$ cat src/rtl/dht11_pkg.sv
`default_nettype none
// ---------------------------------------------------------------------------
// dht11_pkg : shared FSM encoding, frame/counter widths, checksum helper
// Rev 1.0
// ---------------------------------------------------------------------------
package dht11_pkg;

  typedef enum logic [2:0] {
    S_IDLE      = 3'd0,
    S_START_LOW = 3'd1,
    S_WAIT_RESP = 3'd2,
    S_RESP_LOW  = 3'd3,
    S_RESP_HIGH = 3'd4,
    S_DATA_LOW  = 3'd5,
    S_DATA_HIGH = 3'd6,
    S_CHECK     = 3'd7
  } state_t;

  localparam int FRAME_W  = 40;
  localparam int US_W     = 15;
  localparam int BITCNT_W = 6;

  // Frame is MSB-first: byte0 occupies [39:32], checksum byte4 occupies [7:0].
  function automatic logic checksum_ok(input logic [FRAME_W-1:0] frame);
    logic [7:0] sum;
    sum = frame[39:32] + frame[31:24] + frame[23:16] + frame[15:8];
    return sum == frame[7:0];
  endfunction

endpackage
`default_nettype wire

$ cat src/rtl/sync_edge_detector_n.sv
`default_nettype none
// ---------------------------------------------------------------------------
// sync_edge_detector_n : 2-FF synchronizer with one-cycle rise/fall pulses
// Rev 1.0
// ---------------------------------------------------------------------------
module sync_edge_detector_n (
  input  logic clk,
  input  logic reset_n,
  input  logic d_i,
  output logic rise_o,
  output logic fall_o
);

  logic meta_q;
  logic sync_q;
  logic prev_q;

  always_ff @(posedge clk) begin
    if (!reset_n) begin
      meta_q <= 1'b0;
      sync_q <= 1'b0;
      prev_q <= 1'b0;
    end else begin
      meta_q <= d_i;
      sync_q <= meta_q;
      prev_q <= sync_q;
    end
  end

  assign rise_o =  sync_q & ~prev_q;
  assign fall_o = ~sync_q &  prev_q;

endmodule
`default_nettype wire

$ cat src/rtl/dht11_ctrl.sv
`default_nettype none
// ---------------------------------------------------------------------------
// dht11_ctrl : DHT11 single-wire host; start pulse, 40-bit capture, checksum
// Rev 1.0
// ---------------------------------------------------------------------------
module dht11_ctrl
  import dht11_pkg::*;
#(
  parameter int CLK_FREQ_HZ   = 100_000_000,
  parameter int START_LOW_US  = 18000,
  parameter int BIT_THRESH_US = 40,
  parameter int TIMEOUT_US    = 200
) (
  input  logic       clk,
  input  logic       reset_n,
  input  logic       start,
  input  logic       dht_in,
  output logic       dht_oe,
  output logic       busy,
  output logic [7:0] humidity,
  output logic [7:0] temperature,
  output logic       valid,
  output logic       error
);

  localparam int DIV = (CLK_FREQ_HZ / 1_000_000 > 0) ? CLK_FREQ_HZ / 1_000_000 : 1;
  localparam int PW  = (DIV > 1) ? $clog2(DIV) : 1;

  localparam logic [PW-1:0]       C_PRESC_LAST = PW'(DIV - 1);
  localparam logic [US_W-1:0]     C_START_CNT  = US_W'(START_LOW_US);
  localparam logic [US_W-1:0]     C_THRESH     = US_W'(BIT_THRESH_US);
  localparam logic [US_W-1:0]     C_TMO_PRE    = US_W'(TIMEOUT_US - 1);
  localparam logic [BITCNT_W-1:0] C_FRAME_BITS = BITCNT_W'(FRAME_W);

  state_t               state_q;
  logic [PW-1:0]        presc_q;
  logic [US_W-1:0]      us_q;
  logic [FRAME_W-1:0]   shreg_q, shreg_d;
  logic [BITCNT_W-1:0]  bitcnt_q, bitcnt_d;
  logic                 dht_oe_q, busy_q, valid_q, error_q;
  logic [7:0]           hum_q, temp_q;

  logic rise_w, fall_w, edge_w, tick_w, bit_w, waiting_w, timeout_w;

  sync_edge_detector_n u_sync (
    .clk     (clk),
    .reset_n (reset_n),
    .d_i     (dht_in),
    .rise_o  (rise_w),
    .fall_o  (fall_w)
  );

  assign edge_w    = rise_w | fall_w;
  assign tick_w    = (presc_q == C_PRESC_LAST);
  assign bit_w     = (us_q > C_THRESH);
  assign shreg_d   = {shreg_q[FRAME_W-2:0], bit_w};
  assign bitcnt_d  = bitcnt_q + 1'b1;
  assign waiting_w = (state_q inside {S_WAIT_RESP, S_RESP_LOW, S_RESP_HIGH,
                                      S_DATA_LOW, S_DATA_HIGH});
  // Abort on the tick that carries the counter onto TIMEOUT_US.
  assign timeout_w = waiting_w && !edge_w && tick_w && (us_q == C_TMO_PRE);

  always_ff @(posedge clk) begin
    if (!reset_n) begin
      state_q  <= S_IDLE;
      presc_q  <= '0;
      us_q     <= '0;
      shreg_q  <= '0;
      bitcnt_q <= '0;
      dht_oe_q <= 1'b0;
      busy_q   <= 1'b0;
      hum_q    <= '0;
      temp_q   <= '0;
      valid_q  <= 1'b0;
      error_q  <= 1'b0;
    end else begin
      valid_q <= 1'b0;
      error_q <= 1'b0;

      if (edge_w) begin
        presc_q <= '0;
        us_q    <= '0;
      end else if (tick_w) begin
        presc_q <= '0;
        if (!(&us_q)) us_q <= us_q + 1'b1;
      end else begin
        presc_q <= presc_q + 1'b1;
      end

      // Every branch that changes state also restarts the us timebase.
      case (state_q)
        S_IDLE: if (start) begin
          state_q  <= S_START_LOW;
          dht_oe_q <= 1'b1;
          busy_q   <= 1'b1;
          shreg_q  <= '0;
          bitcnt_q <= '0;
          presc_q  <= '0;
          us_q     <= '0;
        end
        S_START_LOW: if (us_q == C_START_CNT) begin
          state_q  <= S_WAIT_RESP;
          dht_oe_q <= 1'b0;
          presc_q  <= '0;
          us_q     <= '0;
        end
        S_WAIT_RESP: if (fall_w) state_q <= S_RESP_LOW;
        S_RESP_LOW:  if (rise_w) state_q <= S_RESP_HIGH;
        S_RESP_HIGH: if (fall_w) state_q <= S_DATA_LOW;
        S_DATA_LOW:  if (rise_w) state_q <= S_DATA_HIGH;
        S_DATA_HIGH: if (fall_w) begin
          shreg_q  <= shreg_d;
          bitcnt_q <= bitcnt_d;
          state_q  <= (bitcnt_d == C_FRAME_BITS) ? S_CHECK : S_DATA_LOW;
        end
        S_CHECK: begin
          if (checksum_ok(shreg_q)) begin
            hum_q   <= shreg_q[39:32];
            temp_q  <= shreg_q[23:16];
            valid_q <= 1'b1;
          end else begin
            error_q <= 1'b1;
          end
          state_q <= S_IDLE;
          busy_q  <= 1'b0;
          presc_q <= '0;
          us_q    <= '0;
        end
        default: state_q <= S_IDLE;
      endcase

      if (timeout_w) begin
        state_q  <= S_IDLE;
        error_q  <= 1'b1;
        dht_oe_q <= 1'b0;
        busy_q   <= 1'b0;
        presc_q  <= '0;
        us_q     <= '0;
      end
    end
  end

  assign dht_oe      = dht_oe_q;
  assign busy        = busy_q;
  assign humidity    = hum_q;
  assign temperature = temp_q;
  assign valid       = valid_q;
  assign error       = error_q;

endmodule
`default_nettype wire

$ cat config.mk
export PLATFORM = sky130hd
export DESIGN_NAME = dht11_ctrl
export DESIGN_NICKNAME = d
export VERILOG_FILES = /design/src/rtl/dht11_pkg.sv /design/src/rtl/sync_edge_detector_n.sv /design/src/rtl/dht11_ctrl.sv
export SDC_FILE = /design/constraint.sdc
export NUM_CORES = 1
export LEC_CHECK = 0
export ABC_AREA = 0
export BUFFER_PORTS_ARGS = -buffer_cell sky130_fd_sc_hd__buf_2
export CAP_MARGIN = 15
export CELL_PAD_IN_SITES_DETAIL_PLACEMENT = 1
export CELL_PAD_IN_SITES_GLOBAL_PLACEMENT = 1
export CORE_MARGIN = 2
export CORE_UTILIZATION = 36
export CTS_BUF_LIST = sky130_fd_sc_hd__clkbuf_2 sky130_fd_sc_hd__clkbuf_4 sky130_fd_sc_hd__clkbuf_8
export DETAILED_ROUTE_END_ITERATION = 6
export GPL_TIMING_DRIVEN = 0
export PLACE_DENSITY = 0.67
export SYNTH_ARGS = -nofsm -noshare
export SYNTH_HDL_FRONTEND = slang
export SYNTH_SLANG_ARGS = --single-unit
$ cat constraint.sdc
create_clock -name clk -period 3.8 [get_ports clk]
set_input_delay 0.19 -clock clk [delete_from_list [all_inputs] [get_ports clk]]
set_output_delay 0.19 -clock clk [all_outputs]
set_load 0.005 [all_outputs]
Word level (Yosys, flattened, before mapping)
Index checks and enable logic that the tools add are counted.
{"block": "word_totals", "regBits": 94, "inputBits": 4, "output_inout_bits": 20, "elab_cells": 97}
{"block": "op_classes", "add_sub_neg": 6, "order_cmp": 1, "eq_ne": 19, "mux": 34, "bitwise": 6, "reduce_logical": 17}
{"op": "2-to-1 mux 40 bit", "count": 2}
{"op": "one-hot mux 40 bit (2 select lines)", "count": 1}
{"op": "2-to-1 mux 15 bit", "count": 5}
{"op": "one-hot mux 15 bit (3 select lines)", "count": 1}
{"op": "2-to-1 mux 7 bit", "count": 4}
{"op": "adder 8 bit", "count": 3}
{"op": "one-hot mux 3 bit (8 select lines)", "count": 1}
{"op": "2-to-1 mux 3 bit", "count": 7}
{"op": "one-hot mux 7 bit (3 select lines)", "count": 1}
{"op": "adder 15 x 1 -> 15 bit, second input constant", "count": 1}
{"op": "equality test 15 bit, second input constant", "count": 1}
{"op": "equality test 15 x 8 -> 1 bit, second input constant", "count": 1}
{"op": "greater-than comparator 15 x 6 -> 1 bit, second input constant", "count": 1}
{"op": "AND reduction 15 bit", "count": 1}
{"op": "inequality test 2 bit, second input constant", "count": 7}
{"op": "equality test 3 bit, second input constant", "count": 4}
{"op": "2-to-1 mux 6 bit", "count": 2}
{"op": "one-hot mux 6 bit (2 select lines)", "count": 1}
{"op": "equality test 8 bit", "count": 1}
{"op": "adder 7 x 1 -> 7 bit, second input constant", "count": 1}
{"op": "equality test 7 bit, second input constant", "count": 1}
{"op": "AND reduction 7 bit", "count": 1}
{"op": "adder 6 x 1 -> 6 bit, second input constant", "count": 1}
{"op": "equality test 3 x 2 -> 1 bit, second input constant", "count": 2}
{"op": "other kinds (16)", "count": 32}

Longest topological paths before layout
Gate-level depths: netlist (run 1).
{"block": "depth", "word_depth": 8, "mapped_depth": 14, "depth_no_buf": 13}

Modules after synthesis
Synthesis (run 1) repeated with hierarchy kept, for this count alone.
{"block": "unflattened", "cells_unflattened": 502, "hier_area_um2": 4541.9}
{"module": "dht11_ctrl", "n_inst": 1, "cells_per_inst": 494, "area_per_inst_um2": 4450.5, "seq_area_each_um2": 1821.7}
{"module": "sync_edge_detector_n", "n_inst": 1, "cells_per_inst": 8, "area_per_inst_um2": 91.3, "seq_area_each_um2": 60.1}

Worst setup path after synthesis (run 1)
OpenSTA, ideal clock, no wires.
{"block": "synth_timing", "path_type": "reg-to-reg", "from": "register shreg_q[9]", "to": "register hum_q[0], in the netlist humidity[0]", "setup_time_ns": 0.132, "arrival_time_ns": 3.310, "required_time_ns": 3.668, "path_slack_ns": 0.358, "stages_incl_launch_ff": 15, "n_path_buf": 1, "synth_period_minus_slack_ns": 3.442, "path_cell_list": "dfxtp_1 > fa_1 > inv_1 > fa_1 > inv_1 > ha_1 > inv_1 > fa_1 > nand2b_1 > a211oi_1 > o21a_1 > o2111ai_1 > buf_2 > o31ai_1 > a21oi_1"}
{"block": "synth_between", "elab_chain_len": 3}
{"element": "from (decl)", "line": "dht11_ctrl.sv:38", "text": "logic [FRAME_W-1:0] shreg_q, shreg_d;"}
{"element": "from (signal assigned)", "line": "dht11_ctrl.sv:112", "text": "shreg_q <= shreg_d;"}
{"element": "adder 8 bit", "line": "dht11_pkg.sv:26", "text": "sum = frame[39:32] + frame[31:24] + frame[23:16] + frame[15:8];"}
{"element": "equality test 8 bit", "line": "dht11_pkg.sv:27", "text": "return sum == frame[7:0];"}
{"element": "AND reduction 2 bit (no source line)"}
{"element": "to (signal assigned)", "line": "dht11_ctrl.sv:118", "text": "hum_q <= shreg_q[39:32];"}
{"element": "to (decl)", "line": "dht11_ctrl.sv:41", "text": "logic [7:0] hum_q, temp_q;"}
No other way between the ends.
A chain may end at the register's enable or synchronous reset.

Final worst setup path (run 1)
{"block": "layout_timing", "from": "register shreg_q[9]", "to": "register hum_q[4], in the netlist humidity[4]"}
Same word-level chain as after synthesis.

==> flow_summary.yaml, run 1 <==
logic_synthesis:
  ys_types: 50
  ys_seq_elements: 94
  seq_area_frac_synth: 0.413
  ys_async_sr_fraction: 0
  yosysMostFrequentCell: "dfxtp_1"
  synthTopCellsByCount: "dfxtp_1 (94), nor2_1 (81), a22oi_1 (40)"
  synth-main-ff-cell: "dfxtp_1"
  yosys.area.top_type: "dfxtp_1"
  syn-num-nets: 540
  synth.top_cell.area_share: 0.413
  yosys_warnings: 0
  synthTopCellsByArea: "dfxtp_1 (41%), nor2_1 (6.7%), a22oi_1 (6.6%)"
  synth-edff-count: 0
  syn-cell-area_um2: 4560
  synthCells: 509
  syn_avg_cell_area_um2: 8.95
sta:
  min_period_ns: 3.64
  worstMarginPinSlew_ns: 0.678
  fin_ws_ns: 0.161
  hold_viol: 0
  slew_headroom: 0.544
  setup_viol: 0
  fmax_mhz: 275
  finalMaxSlewViolations: 0
  fin_crit_sh: 0.958
  clock_skew_ns: 0.0148
run_status:
  status: "completed"
worst_hold_path:
  min_path_type: "input port to register"
floorplan:
  rows: 41
  die_x_um: 116
  core_area_um2: 12500
  initial_core_util: 0.365
  die_area_um2: 13600
  io_pins: 24
  dieHeight_um: 116
route:
  first_pass_iters: 4
  vias: 3913
  first_iter_violations: 238
  wl_per_cell_um: 17.4
  drcViolationCount: 0
  drtAntennaViolNets: 0
  vias_per_cell: 5.41
  wl_mm: 12.5
final_layout:
  fin_util: 0.418
  stdcell_count: 723
  antenna_cells: 0
  syn_to_final_growth_pct: 14.3
  fin_nets: 578
  final_area_um2: 5200
  drive_above_1_share: 0.116
clock_network:
  htree_num_levels: 3
  clock_sinks: 94
  tritoncts: "done"
  clockBufferDepth: 2
  cts_made_buffers: 9
  clk_pin_slew_ns: 0.10
  cts-root-buf: "clkbuf_8"
  clkLatencyLatePin_ns: 0.38
critical_path:
  critPathLaunchType: "register"
  worstPathRequired_ns: 4.04
  critical_path_class: "register to register"
  crit_arrival_ns: 3.88
  cp_max_fo: 5
  end_kind: "register"
power_and_ir_drop:
  intPower_mw: 1.44
  p_sw_frac: 0.294
  peakVddDrop_mv: 0.175
  total_leakage_power_nw: 1.90
  clock_power_share: 0.350
  power.density_nw_per_um2: 391
  combPwrFrac: 0.151
  switchingPower_mw: 0.599
  seqPwrFrac: 0.499
flow_run:
  cap_violations: 0
global_routing:
  grt_pass1_vias: 3946
  antenna_found_initial: 0
  grt_max_degree: 16
  grt_pass1_wl_mm: 20.6
  track_usage: 0.198
  grt-ovfl-total: 0
place:
  gp_congestion: 0.832
  portBuffers: 23
  post_dp_cell_area_um2: 4890
  place_inst: 704
  place_ws_ns: -0.254
  dp_hpwl_mm: 9.23
## routing by layer
layer / vias up / global-route usage / routed length, um
li1: 1900 / - / -
met1: 1953 / 0.272 / 6130
met2: 46 / 0.324 / 5910
met3: 14 / 0.0311 / 332
met4: 0 / 0.0603 / 174
met5: - / 0 / 0
## power groups by stage
stage	registers [mW]	logic, mW	clock network (mW)
2_1_floorplan	1.04	0.218	0
3_3_place_gp	1.04	0.301	0
3_5_place_dp	1.04	0.309	0
4_1_cts	1.02	0.310	0.725
5_1_grt	1.02	0.344	0.765
6_report	1.02	0.307	0.713
## sequential cells by signal, summed over array words and instances, names as in the netlist
register	flops
temperature	8
bitcnt_q	6
state_q	3
humidity	8
presc_q	7
u_sync.meta_q	1
shreg_q	40
error	1
us_q	15
dht_oe	1
busy	1
u_sync.sync_q	1
u_sync.prev_q	1
valid	1
## cells in the final DEF (no fill, tap or decap), types with 2 or more instances in the layout
cell type,count
a211oi_1,4
a21o_1,2
a21oi_1,32
a22oi_1,40
a31oi_1,3
and2_1,2
and3_1,6
buf_2,25
buf_4,3
buf_6,3
clkbuf_1,23
clkbuf_2,2
clkbuf_8,11
clkinvlp_4,2
dfxtp_1,93
fa_1,14
ha_1,13
inv_1,19
nand2_1,22
nand3_1,11
nand4_1,19
nor2_1,81
nor2b_1,2
nor3_1,11
nor3b_1,3
nor4_1,6
o21a_1,4
o21ai_0,7
o31ai_1,17
or3_1,6
or4_1,3
xnor2_1,18
xnor3_1,2
xor2_1,11
## worst paths after layout
kind	start	endpoint	slack, ns	cells after the start
setup / recovery	shreg_q[9]	humidity[4]	0.16	14
hold / removal	dht_in	u_sync.meta_q	0.009	2
setup reg to reg	shreg_q[9]	humidity[4]	0.16	14
hold reg to reg	u_sync.meta_q	u_sync.sync_q	0.45	1
## area by class of cell
cell class	count	area [um^2]
Clock buffer	11	151
Tap cell	172	215
Multi-Input combinational cell	364	2540
Buffer	31	143
Fill cell	1487	7260
Inverter	20	75.1
Sequential cell	94	1880
Clock inverter	4	53.8
Timing Repair Buffer	27	146
## kinds of logic after synthesis
family          synth area share
buf+inv                   0.0453
xor+xnor                  0.0695
fa+ha+maj                 0.0972
flops                      0.413
simple gates               0.193
compound gates             0.182
## critical path: stages (launching register included)
cell and delay, ns:
dfxtp_1 0.36, fa_1 0.55, inv_1 0.06, fa_1 0.45, inv_1 0.07, ha_1 0.18, inv_1 0.06, fa_1 0.40
nand2b_4 0.17, a211oi_2 0.26, o21a_1 0.21, o2111ai_4 0.21, buf_2 0.22, o31ai_1 0.22, a21oi_1 0.10
## stage by stage
step	total power, mW	hold slack (ns)	setup TNS (ns)
2_1_floorplan	1.26	0.308	0
3_3_place_gp	1.34	0.398	-2.49
3_5_place_dp	1.35	0.403	-2.54
4_1_cts	2.05	0.00443	0
5_1_grt	2.13	0.00969	-0.00383
6_report	2.04	0.00938	0
## timing repair
item                       in CTS  in global routing
cloned                          0                  1
gates resized for setup         5                 16
buffers inserted                2                  1
hold buffers                    0                  0
pin swaps                       2                  3
setup endpoints to repair      17                 18
No activity file was read; power rests on OpenSTA's default activity.
==> inputs of run 2 (changes only) <==
--- a/config.mk
+++ b/config.mk
@@ -15,7 +15,7 @@
 export CTS_BUF_LIST = sky130_fd_sc_hd__clkbuf_2 sky130_fd_sc_hd__clkbuf_4 sky130_fd_sc_hd__clkbuf_8
 export DETAILED_ROUTE_END_ITERATION = 6
 export GPL_TIMING_DRIVEN = 0
-export PLACE_DENSITY = 0.67
+export PLACE_DENSITY = 0.7
 export SYNTH_ARGS = -nofsm -noshare
 export SYNTH_HDL_FRONTEND = slang
 export SYNTH_SLANG_ARGS = --single-unit
==> constraint.sdc (replaced) <==
create_clock -name clk -period 3.1 [get_ports clk]
set_input_delay 0.155 -clock clk [delete_from_list [all_inputs] [get_ports clk]]
set_output_delay 0.155 -clock clk [all_outputs]
set_load 0.005 [all_outputs]
==> flow_summary.yaml, run 2 (synthesized netlist as in run 1, its figures left out) <==
run_status:
  status: "complete, but fails checks"
  violations: "setup timing"
power_and_ir_drop:
  peakVddDrop_mv: 0.225
  total_leakage_power_nw: 1.98
  power_mw: 2.48
  power.density_nw_per_um2: 456
floorplan:
  io_pins: 24
  initial_core_util: 0.365
  dieHeight_um: 116
  core_area_um2: 12500
  die_x_um: 116
  rows: 41
  die_area_um2: 13600
critical_path:
  r2r_end: "temperature[1]"
  cp_max_fo: 7
  critPathLaunchType: "register"
  rr_startpoint: "shreg_q[9]"
  worstPathRequired_ns: 3.35
  crit_path_start: "shreg_q[9]"
  worst-r2r-cell-count: 14
  critical_path_class: "register to register"
  r2r_slack_ns: -0.47
  crit_arrival_ns: 3.82
  critical_path.endpoint: "temperature[1]"
  end_kind: "register"
place:
  gp_congestion: 0.828
  place_ws_ns: -0.730
  dp_hpwl_mm: 9.19
  portBuffers: 23
route:
  first_pass_iters: 4
  wl_mm: 12.8
  vias: 3905
  wl_per_cell_um: 17.6
  drtAntennaViolNets: 0
  drcViolationCount: 0
  first_iter_violations: 171
  vias_per_cell: 5.35
clock_network:
  cts_made_buffers: 9
  cts-root-buf: "clkbuf_8"
  clk_pin_slew_ns: 0.10
  clock_sinks: 94
  htree_num_levels: 3
  clockBufferDepth: 2
  tritoncts: "done"
  clkLatencyLatePin_ns: 0.38
global_routing:
  grt-ovfl-total: 0
  grt_pass1_wl_mm: 20.8
  grt_max_degree: 15
  antenna_found_initial: 0
  grt_pass1_vias: 4086
  track_usage: 0.201
sta:
  fin_crit_sh: 1.15
  slew_headroom: 0.516
  fmax_mhz: 280
  fin_ws_ns: -0.472
  setup_tns_ns: -7.64
  min_period_ns: 3.57
  hold_viol: 0
  clock_skew_ns: 0.0124
  rsz0062_at_grt: "yes"
  setup_viol: 18
  worstMarginPinSlew_ns: 0.724
  finalMaxSlewViolations: 0
flow_run:
  cap_violations: 0
final_layout:
  layout_common_cells: "dfxtp_1 (91), nor2_1 (81), a22oi_1 (40)"
  drive_above_1_share: 0.176
  mostFrequentLayoutCell: "dfxtp_1"
  antenna_cells: 0
  syn_to_final_growth_pct: 19.5
  fillers: 1468
  largest_reg_flops: 40
  multi_input_area_um2: 2700
  seq_area_um2: 1890
  top_register: "shreg_q"
  fin_nets: 585
  reg_top3: "shreg_q (40), us_q (15)"
worst_hold_path:
  min_path_type: "input port to register"
[run 2: layer usage]
| layer | routed length (um) | global-route usage |
|---|---|---|
| met2 | 6170 | 0.322 |
| met1 | 5860 | 0.262 |
| met4 | 351 | 0.0825 |
| met5 | 0 | 0 |
| met3 | 444 | 0.0457 |
[run 2: power by group]
group	switching [mW]	total [mW]	internal [mW]
registers	0.0148	1.25	1.23
logic	0.259	0.375	0.116
clock network	0.438	0.860	0.422
[run 2: area by class of cell]
type	count	area share
Clock buffer	12	0.0292
Inverter	20	0.0138
Clock inverter	3	0.00804
Multi-Input combinational cell	364	0.495
Tap cell	172	0.0395
Timing Repair Buffer	34	0.0404
Sequential cell	94	0.347
Buffer	31	0.0273
[run 2: how the worst min path moves through the flow]
stage	from	endpoint	slack, ns	cells after the start
global placement	dht_in	u_sync.meta_q	0.37	2
CTS	reset_n	error	0.08	2
detailed placement	dht_in	u_sync.meta_q	0.38	2
finish	reset_n	error	0.09	2
floorplan	reset_n	error	0.27	1
global route	reset_n	error	0.07	2
[run 2: through the flow]
| stage | instance area (um^2) | std cells | util | hold WS (ns) |
|---|---|---|---|---|
| after CTS | 5340 | 728 | 0.429 | 0.0772 |
| after detailed placement | 4930 | 704 | 0.396 | 0.384 |
| after floorplan | 4600 | 509 | - | 0.273 |
| after global placement | 4930 | 704 | 0.396 | 0.365 |
| after global routing | 5450 | 730 | 0.437 | 0.0737 |
| final | 5450 | 730 | 0.437 | 0.0940 |
[run 2: what timing repair did]
action / 4_1_cts / 5_1_grt
gates cloned: 2 / 0
setup endpoints to repair: 18 / 18
hold endpoints to repair: 1 / 0
pin swaps: 21 / 10
resized for setup: 29 / 18
hold buffers: 1 / 0
setup buffers: 6 / 2
[run 2: worst max-delay path, stage by stage, from the launching register on]
cell and delay (ns):
dfxtp_2 0.34, fa_1 0.53, inv_1 0.05, fa_1 0.42, inv_1 0.07, ha_2 0.18
inv_2 0.04, fa_2 0.37, xor2_2 0.18, xnor2_2 0.16, nor4_4 0.34, o2111ai_4 0.24
buf_12 0.22, o31ai_2 0.21, a21oi_1 0.10
==> inputs of run 3 (changes only) <==
--- a/config.mk
+++ b/config.mk
@@ -15,7 +15,9 @@
 export CTS_BUF_LIST = sky130_fd_sc_hd__clkbuf_2 sky130_fd_sc_hd__clkbuf_4 sky130_fd_sc_hd__clkbuf_8
 export DETAILED_ROUTE_END_ITERATION = 6
 export GPL_TIMING_DRIVEN = 0
+export HOLD_SLACK_MARGIN = 0.03
 export PLACE_DENSITY = 0.7
+export RECOVER_POWER = 50
 export SYNTH_ARGS = -nofsm -noshare
 export SYNTH_HDL_FRONTEND = slang
 export SYNTH_SLANG_ARGS = --single-unit
==> flow_summary.yaml, run 3 (synthesized netlist as in run 1, its figures left out) <==
clock_network:
  tritoncts: "done"
  cts_made_buffers: 9
  clk_pin_slew_ns: 0.09
  cts-root-buf: "clkbuf_8"
  htree_num_levels: 3
  clockBufferDepth: 2
  clkLatencyLatePin_ns: 0.37
  clock_sinks: 94
final_layout:
  top_register: "shreg_q"
  stdcell_count: 730
  mostFrequentLayoutCell: "dfxtp_1"
  layout_common_cells: "dfxtp_1 (91), nor2_1 (81), a22oi_1 (40)"
  fin_nets: 585
  largest_reg_flops: 40
  antenna_cells: 0
  drive_above_1_share: 0.147
  reg_top3: "shreg_q (40), us_q (15)"
  final_area_um2: 5410
  syn_to_final_growth_pct: 18.8
global_routing:
  track_usage: 0.201
  grt_pass1_vias: 4086
  grt_max_degree: 15
  antenna_found_initial: 0
  grt_pass1_wl_mm: 20.8
  grt-ovfl-total: 0
critical_path:
  worstPathRequired_ns: 3.39
  critPathLaunchType: "register"
  crit_arrival_ns: 3.87
  slowest_stage: "fa_1"
  path_cells: "fa_1 -> inv_1 -> fa_1 -> inv_1 -> ha_2 -> inv_2 -> fa_2 -> xor2_2 -> xnor2_2 -> nor4_4 -> o2111a_2 -> buf_6 -> nand4_1 -> a21oi_1"
  cp_max_fo: 6
  end_kind: "register"
  cp_slowest_stage_delay_ns: 0.53
  rr_startpoint: "shreg_q[9]"
  critical_path_class: "register to register"
  crit_path_start: "shreg_q[9]"
sta:
  fmax_mhz: 280
  rsz0062_at_grt: "yes"
  min_period_ns: 3.58
  hold_viol: 0
  setup_viol: 18
  whs_ns: 0.105
  worstMarginPinSlew_ns: 0.725
  clock_skew_ns: 0.0112
  slew_headroom: 0.516
  finalMaxSlewViolations: 0
  fin_crit_sh: 1.15
  fin_ws_ns: -0.477
floorplan:
  initial_core_util: 0.365
  die_x_um: 116
  rows: 41
  core_area_um2: 12500
  die_area_um2: 13600
  io_pins: 24
  dieHeight_um: 116
route:
  wl_mm: 12.8
  wl_per_cell_um: 17.6
  drcViolationCount: 0
  first_iter_violations: 218
  first_pass_iters: 5
  vias: 3897
  vias_per_cell: 5.34
  drtAntennaViolNets: 0
worst_hold_path:
  min_path_type: "input port to register"
  min-delay-start: "reset_n"
power_and_ir_drop:
  peakVddDrop_mv: 0.222
  total_leakage_power_nw: 1.91
  power.density_nw_per_um2: 454
  power_mw: 2.46
place:
  post_dp_cell_area_um2: 4930
  portBuffers: 23
  dp_hpwl_mm: 9.19
  place_inst: 704
  gp_congestion: 0.828
run_status:
  status: "complete, but fails checks"
  violations: "setup timing"
flow_run:
  cap_violations: 0
[run 3: final cells by class]
cell class / count / area (um^2)
Buffer: 31 / 145
Clock buffer: 12 / 159
Clock inverter: 3 / 43.8
Fill cell: 1475 / 7050
Inverter: 20 / 75.1
Multi-Input combinational cell: 364 / 2680
Sequential cell: 94 / 1890
Tap cell: 172 / 215
Timing Repair Buffer: 34 / 205
[run 3: timing repair]
action,CTS,global route
endpoints found under the setup margin,18,18
buffers inserted,6,2
cloned,2,0
resized for setup,29,18
hold buffers,1,0
pin swaps,21,10
hold endpoints to repair,1,0
[run 3: stage by stage]
step                      worst slack [ns]  setup TNS (ns)   util
after floorplan                     -0.211           -2.76      -
after global placement              -0.626          -10.12  0.396
after detailed placement            -0.730          -11.86  0.396
after CTS                           -0.452           -7.60  0.429
after global routing                -0.628          -10.36  0.434
final                               -0.477           -7.83  0.434
[run 3: power breakdown]
| group | internal [mW] | switching [mW] | leakage (nW) |
|---|---|---|---|
| sequential | 1.23 | 0.0148 | 0.760 |
| combinational | 0.107 | 0.253 | 1.05 |
| clock | 0.422 | 0.429 | 0.106 |
| total | 1.76 | 0.697 | 1.91 |
[run 3: critical path: cells and delay by family (launching register included)]
kind | cells | cell delay (ns)
simple gates | 2 | 0.46
xor+xnor | 2 | 0.34
compound gates | 2 | 0.57
buf+inv | 4 | 0.31
flops | 1 | 0.34
fa+ha+maj | 4 | 1.50
[run 3: final timing paths]
path | endpoint | slack [ns] | depth (start not counted)
max reg2reg | humidity[3] | -0.48 | 14
max | humidity[3] | -0.48 | 14
min | error | 0.10 | 2
min reg2reg | u_sync.sync_q | 0.45 | 1
[run 3: layer usage]
layer	up-vias	share of wire	GRT usage
met1	1914	0.46	0.262
met4	0	0.020	0.0825
met2	60	0.49	0.322
met5	-	0	0
met3	18	0.033	0.0457
li1	1905	-	-
